## src/rtl/video_scanout_reader.sv

```systemverilog
// video_scanout_reader
// Fetches one 384-pixel scanline (64 words of six 4-bit pixels) from the
// shared video RAM over a request/grant port. Words go into a 2-entry
// prefetch FIFO, and a word register feeds one nibble per pixel strobe.
//
// Ports:
//   clk, reset_n           system clock, async active-low reset
//   line_start, line_num   start scanout of a line (pulse + line index)
//   pix_en                 pixel strobe
//   mem_req/addr/gnt/data  RAM read port (data valid the cycle after grant)
//   pixel, pixel_valid     registered pixel output
//   line_done              pulse after the 384th pixel
//   underrun               sticky: a pixel was demanded with no data
//
// state  | meaning
// IDLE   | no line active, pixel strobes ignored
// FETCH  | issuing reads for the current line, pixels may be emitted
// DRAIN  | all 64 words granted, emitting the remaining pixels

module video_scanout_reader (
    input  logic        clk,
    input  logic        reset_n,
    input  logic        line_start,
    input  logic [7:0]  line_num,
    input  logic        pix_en,
    output logic        mem_req,
    output logic [13:0] mem_addr,
    input  logic        mem_gnt,
    input  logic [23:0] mem_data,
    output logic [3:0]  pixel,
    output logic        pixel_valid,
    output logic        line_done,
    output logic        underrun
);

    typedef enum logic [1:0] {S_IDLE, S_FETCH, S_DRAIN} state_t;

    localparam logic [8:0] PIX_PER_LINE = 9'd384;

    state_t      state_q, state_d;
    logic [7:0]  line_q, line_d;
    logic [5:0]  word_cnt_q, word_cnt_d;
    logic        inflight_q, inflight_d;
    logic [23:0] fifo_mem_q [2];
    logic [23:0] fifo_mem_d [2];
    logic        fifo_wp_q, fifo_wp_d;
    logic        fifo_rp_q, fifo_rp_d;
    logic [1:0]  fifo_cnt_q, fifo_cnt_d;
    logic [5:0]  pop_cnt_q, pop_cnt_d;     // line word index of the FIFO head
    logic        sh_vld_q, sh_vld_d;
    logic [5:0]  sh_word_q, sh_word_d;     // line word index held in the shifter
    logic [23:0] sh_data_q, sh_data_d;
    logic [8:0]  pix_cnt_q, pix_cnt_d;
    logic [5:0]  pix_word_q, pix_word_d;   // word/nibble of the next pixel due
    logic [2:0]  pix_nib_q, pix_nib_d;
    logic [3:0]  pixel_q, pixel_d;
    logic        pixel_valid_q, pixel_valid_d;
    logic        line_done_q, line_done_d;
    logic        underrun_q, underrun_d;

    logic [2:0]  occ;
    logic        gnt_ok, fifo_ne, sh_hit, sh_stale, head_hit;
    logic        emit, last_nib, avail, load;
    logic [23:0] fifo_head, cur_word;

    function automatic logic [3:0] nib_sel(input logic [23:0] w, input logic [2:0] i);
        case (i)
            3'd0:    nib_sel = w[23:20];
            3'd1:    nib_sel = w[19:16];
            3'd2:    nib_sel = w[15:12];
            3'd3:    nib_sel = w[11:8];
            3'd4:    nib_sel = w[7:4];
            3'd5:    nib_sel = w[3:0];
            default: nib_sel = 4'h0;
        endcase
    endfunction

    assign occ       = {1'b0, fifo_cnt_q} + {2'b00, inflight_q};
    assign mem_req   = (state_q == S_FETCH) && (occ < 3'd2);
    assign mem_addr  = {line_q, word_cnt_q};
    assign gnt_ok    = mem_req && mem_gnt;
    assign fifo_ne   = (fifo_cnt_q != 2'd0);
    assign fifo_head = fifo_mem_q[fifo_rp_q];

    // Alignment is kept by word index: words older than the pixel position
    // (left behind by underruns) are dropped instead of being displayed.
    assign sh_hit    = sh_vld_q && (sh_word_q == pix_word_q);
    assign sh_stale  = sh_vld_q && (sh_word_q < pix_word_q);
    assign head_hit  = fifo_ne && (pop_cnt_q == pix_word_q);
    assign emit      = pix_en && (state_q != S_IDLE) && (pix_cnt_q != PIX_PER_LINE) && !line_start;
    assign last_nib  = (pix_nib_q == 3'd5);
    assign avail     = sh_hit || head_hit;
    assign cur_word  = sh_hit ? sh_data_q : fifo_head;
    assign load      = fifo_ne && (!sh_vld_q || sh_stale || (emit && sh_hit && last_nib));

    always_comb begin
        state_d       = state_q;
        line_d        = line_q;
        word_cnt_d    = word_cnt_q;
        inflight_d    = gnt_ok;
        fifo_mem_d    = fifo_mem_q;
        fifo_wp_d     = fifo_wp_q;
        fifo_rp_d     = fifo_rp_q;
        fifo_cnt_d    = fifo_cnt_q;
        pop_cnt_d     = pop_cnt_q;
        sh_vld_d      = sh_vld_q;
        sh_word_d     = sh_word_q;
        sh_data_d     = sh_data_q;
        pix_cnt_d     = pix_cnt_q;
        pix_word_d    = pix_word_q;
        pix_nib_d     = pix_nib_q;
        pixel_d       = pixel_q;
        pixel_valid_d = 1'b0;
        line_done_d   = 1'b0;
        underrun_d    = underrun_q;

        if (gnt_ok) begin
            word_cnt_d = word_cnt_q + 6'd1;
            if (word_cnt_q == 6'd63) begin
                state_d = S_DRAIN;
            end
        end

        if (state_q == S_DRAIN && pix_cnt_q == PIX_PER_LINE) begin
            state_d     = S_IDLE;
            line_done_d = 1'b1;
        end

        if (inflight_q) begin
            fifo_mem_d[fifo_wp_q] = mem_data;
            fifo_wp_d             = ~fifo_wp_q;
        end
        if (load) begin
            fifo_rp_d = ~fifo_rp_q;
            pop_cnt_d = pop_cnt_q + 6'd1;
        end
        case ({inflight_q, load})
            2'b10:   fifo_cnt_d = fifo_cnt_q + 2'd1;
            2'b01:   fifo_cnt_d = fifo_cnt_q - 2'd1;
            default: fifo_cnt_d = fifo_cnt_q;
        endcase

        if (load) begin
            sh_vld_d  = 1'b1;
            sh_data_d = fifo_head;
            sh_word_d = pop_cnt_q;
        end else if (sh_stale || (emit && sh_hit && last_nib)) begin
            sh_vld_d  = 1'b0;
        end

        if (emit) begin
            pixel_valid_d = 1'b1;
            pixel_d       = avail ? nib_sel(cur_word, pix_nib_q) : 4'h0;
            if (!avail) begin
                underrun_d = 1'b1;
            end
            pix_cnt_d = pix_cnt_q + 9'd1;
            if (last_nib) begin
                pix_nib_d  = 3'd0;
                pix_word_d = pix_word_q + 6'd1;
            end else begin
                pix_nib_d  = pix_nib_q + 3'd1;
            end
        end

        // Restart wins over everything; a read granted now or last cycle
        // belongs to the old line and must not reach the new one.
        if (line_start) begin
            state_d    = S_FETCH;
            line_d     = line_num;
            word_cnt_d = 6'd0;
            inflight_d = 1'b0;
            fifo_wp_d  = 1'b0;
            fifo_rp_d  = 1'b0;
            fifo_cnt_d = 2'd0;
            pop_cnt_d  = 6'd0;
            sh_vld_d   = 1'b0;
            pix_cnt_d  = 9'd0;
            pix_word_d = 6'd0;
            pix_nib_d  = 3'd0;
            underrun_d = 1'b0;
        end
    end

    always_ff @(posedge clk or negedge reset_n) begin
        if (!reset_n) begin
            state_q       <= S_IDLE;
            line_q        <= 8'd0;
            word_cnt_q    <= 6'd0;
            inflight_q    <= 1'b0;
            fifo_mem_q[0] <= 24'd0;
            fifo_mem_q[1] <= 24'd0;
            fifo_wp_q     <= 1'b0;
            fifo_rp_q     <= 1'b0;
            fifo_cnt_q    <= 2'd0;
            pop_cnt_q     <= 6'd0;
            sh_vld_q      <= 1'b0;
            sh_word_q     <= 6'd0;
            sh_data_q     <= 24'd0;
            pix_cnt_q     <= 9'd0;
            pix_word_q    <= 6'd0;
            pix_nib_q     <= 3'd0;
            pixel_q       <= 4'd0;
            pixel_valid_q <= 1'b0;
            line_done_q   <= 1'b0;
            underrun_q    <= 1'b0;
        end else begin
            state_q       <= state_d;
            line_q        <= line_d;
            word_cnt_q    <= word_cnt_d;
            inflight_q    <= inflight_d;
            fifo_mem_q    <= fifo_mem_d;
            fifo_wp_q     <= fifo_wp_d;
            fifo_rp_q     <= fifo_rp_d;
            fifo_cnt_q    <= fifo_cnt_d;
            pop_cnt_q     <= pop_cnt_d;
            sh_vld_q      <= sh_vld_d;
            sh_word_q     <= sh_word_d;
            sh_data_q     <= sh_data_d;
            pix_cnt_q     <= pix_cnt_d;
            pix_word_q    <= pix_word_d;
            pix_nib_q     <= pix_nib_d;
            pixel_q       <= pixel_d;
            pixel_valid_q <= pixel_valid_d;
            line_done_q   <= line_done_d;
            underrun_q    <= underrun_d;
        end
    end

    assign pixel       = pixel_q;
    assign pixel_valid = pixel_valid_q;
    assign line_done   = line_done_q;
    assign underrun    = underrun_q;

endmodule
```

## config.mk

```make
export PLATFORM = sky130hd
export DESIGN_NAME = video_scanout_reader
export DESIGN_NICKNAME = d
export VERILOG_FILES = /design/src/rtl/video_scanout_reader.sv
export SDC_FILE = /design/constraint.sdc
export NUM_CORES = 1
export LEC_CHECK = 0
export ABC_AREA = 1
export CAP_MARGIN = 20
export CORE_ASPECT_RATIO = 0.7
export CORE_MARGIN = 1
export CORE_UTILIZATION = 50
export DETAILED_ROUTE_END_ITERATION = 10
export PLACE_DENSITY = 0.71
export SYNTH_ARGS = -nofsm -noshare
export SYNTH_HDL_FRONTEND = slang
export SYNTH_SLANG_ARGS = --single-unit
export TNS_END_PERCENT = 50
```

## constraint.sdc

```tcl
create_clock -name clk -period 2.2 [get_ports clk]
set_input_delay 0.44 -clock clk [delete_from_list [all_inputs] [get_ports clk]]
set_output_delay 0.44 -clock clk [all_outputs]
set_load 0.005 [all_outputs]
```

==> flow_metrics.tcl <==
set metrics [dict create \
    dr.pass1.iters 5 \
    finClkSkew_ns 0.00672 \
    placed_cells 926 \
    ant_nets 0 \
    cts_buffer_depth 2 \
    ys_seq_area_frac 0.526 \
    dr.first_iter.drc_count 345 \
    timing.fmax_mhz 481 \
    wl_per_cell_um 15.3 \
    instances_no_fill 958 \
    grt_max_degree 50 \
    critPathLaunchType "flip-flop" \
    antenna_found_initial 0 \
    syn-num-nets 772 \
    place.gp.congestion 0.889 \
    synth_area_leaders "dfrtp_1 53%, nand2_1 11%, o21ai_0 6.3%, inv_1 4.1%, o21ai_1 3.0%" \
    async_flop_share 1.00 \
    wl_met3_um 788 \
    grt_overflow_total 0 \
    maxUsedRoutingLayer "met4" \
    nets 838 \
    synth_cells 723 \
    dpl.hpwl_um 10100 \
    synth.ff_latch_count 131 \
    yosys.area.top_type_share 0.526 \
    syn_avg_cell_area_um2 8.63 \
    tightest_slew_ns 0.656 \
    drc 0 \
    outcome "completed" \
    n_antenna_cell 0 \
    rsz0062_at_grt "true" \
    io_pins 59 \
    grt_usage 0.251 \
    synthToLayoutAreaGrowth_pct 22.6 \
    synthFlopType "dfrtp_1" \
    stdcell_area_um2 7650 \
    via_per_inst 5.41 \
    drt-total-wl_um 14600 \
    worst-setup-path-type "flip-flop to flip-flop" \
    num_vias 5180 \
    core_area_um2 11900 \
    synth_edf_count 0 \
    drv_slew 0 \
    grt_pass1_vias 5046 \
    die_h_um 95.4 \
    cp-end-kind "flip-flop" \
    cp.required_ns 2.51 \
    drt-met1-wl_um 6950 \
    root_buffer "clkbuf_16" \
    period_needed_ns 2.08 \
    post_dp_cell_area_um2 7030 \
    drive_above_1_share 0.104 \
    clock_latency_ns 0.42 \
    p_leak_nw 3.68 \
    grt_first_pass_wirelength_um 24500 \
    cts_made_buffers 17 \
    finalSetupViolCount 0 \
    std_cell_rows 33 \
    drv_cap 0 \
    cp.arrival_ns 2.39 \
    dieArea_um2 12900 \
    cts.sinks 131 \
    synth_area_um2 6240 \
    ir_worst_vdd_mv 0.613 \
    ys_types 38 \
    cts_tree "done" \
    finalCritPeriodShare 0.945 \
    hold_violations 0 \
    cts_setup_buffers 0 \
    yosysWarnings 0 \
    hp-class "input pin to async pin" \
    start_util 0.523 \
    dieWidth_um 135 \
    tns_ns 0 \
    powerDensity_nw_per_um2 1180 \
    clkTransAtPathRegs_ns 0.06 \
    synth.largest_area_cell "dfrtp_1" \
    route.met2.wl_um 6710 \
    htree_levels 4 \
    crit_path_max_fanout 14 \
    portBuffers 58 \
    relSlewSlack 0.559 \
]
[flip-flops by register name, indices dropped and copies added (netlist names)]
register / cells
line_q: 8
state_q: 2
pixel_valid: 1
inflight_q: 1
pop_cnt_q: 6
sh_word_q: 6
sh_data_q: 24
sh_vld_q: 1
pix_word_q: 6
fifo_cnt_q: 2
underrun: 1
word_cnt_q: 6
line_done: 1
fifo_rp_q: 1
fifo_mem_q: 48
pix_cnt_q: 9
fifo_wp_q: 1
pix_nib_q: 3
pixel: 4
[logic make-up after synthesis]
| kind of cell | after synthesis | share of synthesized area |
|---|---|---|
| adders and majority gates | 12 | 0.0241 |
| buffers and inverters | 104 | 0.0694 |
| muxes | 16 | 0.0257 |
| and+or+nand+nor | 282 | 0.194 |
| DFF | 131 | 0.526 |
| AOI/OAI and AO/OA | 168 | 0.147 |
| xor gates and xnor gates | 10 | 0.0140 |
[routing by layer]
metal / GRT usage / vias to the layer above
li1: - / 2504
met1: 0.342 / 2508
met2: 0.397 / 149
met3: 0.0595 / 19
met4: 0.0796 / 0
met5: 0 / -
[final cells by class]
cell class | count | area, µm²
inverters | 76 | 288
clock buffers | 18 | 439
flip-flops and latches | 131 | 3280
repair buffers | 75 | 761
well taps | 157 | 196
clock inverters | 13 | 136
multi-input cells | 488 | 2550
fillers | 966 | 4290
[worst max-delay path, cell delays in order, from the launching register on]
cell and delay, ns:
dfrtp_1 0.62, buf_4 0.36, mux2i_1 0.32, nand2_1 0.10
o211ai_1 0.12, nand2_1 0.09, nor2_1 0.13, nand3_1 0.08
nand2_1 0.08, nand2_1 0.05
[report_power, final]
part / leakage, nW / total (mW) / switching [mW] / internal (mW)
clock network: 0.286 / 2.76 / 1.07 / 1.69
logic: 1.72 / 2.63 / 1.57 / 1.06
registers: 1.68 / 3.61 / 0.462 / 3.15
total: 3.68 / 9.00 / 3.10 / 5.90
[synth_stat cells, types with 3 or more instances]
library cell and number:
ha_1 12, inv_2 8, nand3_1 21, xor2_1 9, o21ai_1 38, o31ai_1 3
inv_1 68, o211ai_1 16, dfrtp_1 131, nor3_1 10, o22ai_1 7, a21oi_1 20
o21ai_0 78, nand3_2 3, nor2_2 4, mux2i_1 16, buf_2 7, clkbuf_1 16
nand2_2 4, nand2_1 190, nand4_1 3, buf_6 4, nor2_1 30, or2_2 8
[stage by stage]
| step | hold WS (ns) | power (mW) | setup slack (ns) | util |
|---|---|---|---|---|
| 2_1_floorplan | 0.144 | 5.34 | 0.351 | - |
| 3_3_place_gp | 0.342 | 6.06 | 0.135 | 0.589 |
| 3_5_place_dp | 0.345 | 6.20 | 0.0762 | 0.589 |
| 4_1_cts | 0.437 | 9.00 | 0.0235 | 0.639 |
| 5_1_grt | 0.473 | 9.63 | -0.0178 | 0.641 |
| 6_report | 0.442 | 9.00 | 0.121 | 0.641 |
[cells in the final DEF, fill, tap and decap left out, types with 3 or more instances in the layout]
master,count
o21ai_0,76
nand2_2,4
o21ai_1,40
nor2_2,4
clkdlybuf4s50_1,56
o31ai_1,3
or2_2,8
clkbuf_16,17
inv_2,7
mux2i_1,16
nor2_1,30
nor3_1,10
inv_1,68
o22ai_1,7
nand4_1,3
clkinv_4,4
buf_4,13
buf_12,4
nand3_1,21
nand3_2,3
a21oi_1,20
ha_1,12
xor2_1,9
o211ai_1,16
dfrtp_1,131
clkinv_2,5
nand2_1,189
[what timing repair did]
item,CTS,global route
hold buffers,1,0
endpoints found under the setup margin,0,20
gates resized for setup,0,8
hold endpoints to repair,16,0
[path summary, 6_finish.rpt]
| check | from | endpoint | slack (ns) | cells after the start |
|---|---|---|---|---|
| setup / recovery | fifo_rp_q | pixel[0] | 0.12 | 9 |
| min in group clk | line_q[4] | line_q[4] | 0.47 | 2 |
| hold / removal | reset_n | fifo_mem_q[39] | 0.44 | 2 |
| max in group asynchronous | reset_n | word_cnt_q[2] | 1.06 | 3 |
| setup reg to reg | fifo_rp_q | pixel[0] | 0.12 | 9 |
| hold reg to reg | line_q[4] | line_q[4] | 0.47 | 2 |
No activity file was read; power rests on OpenSTA's default activity.
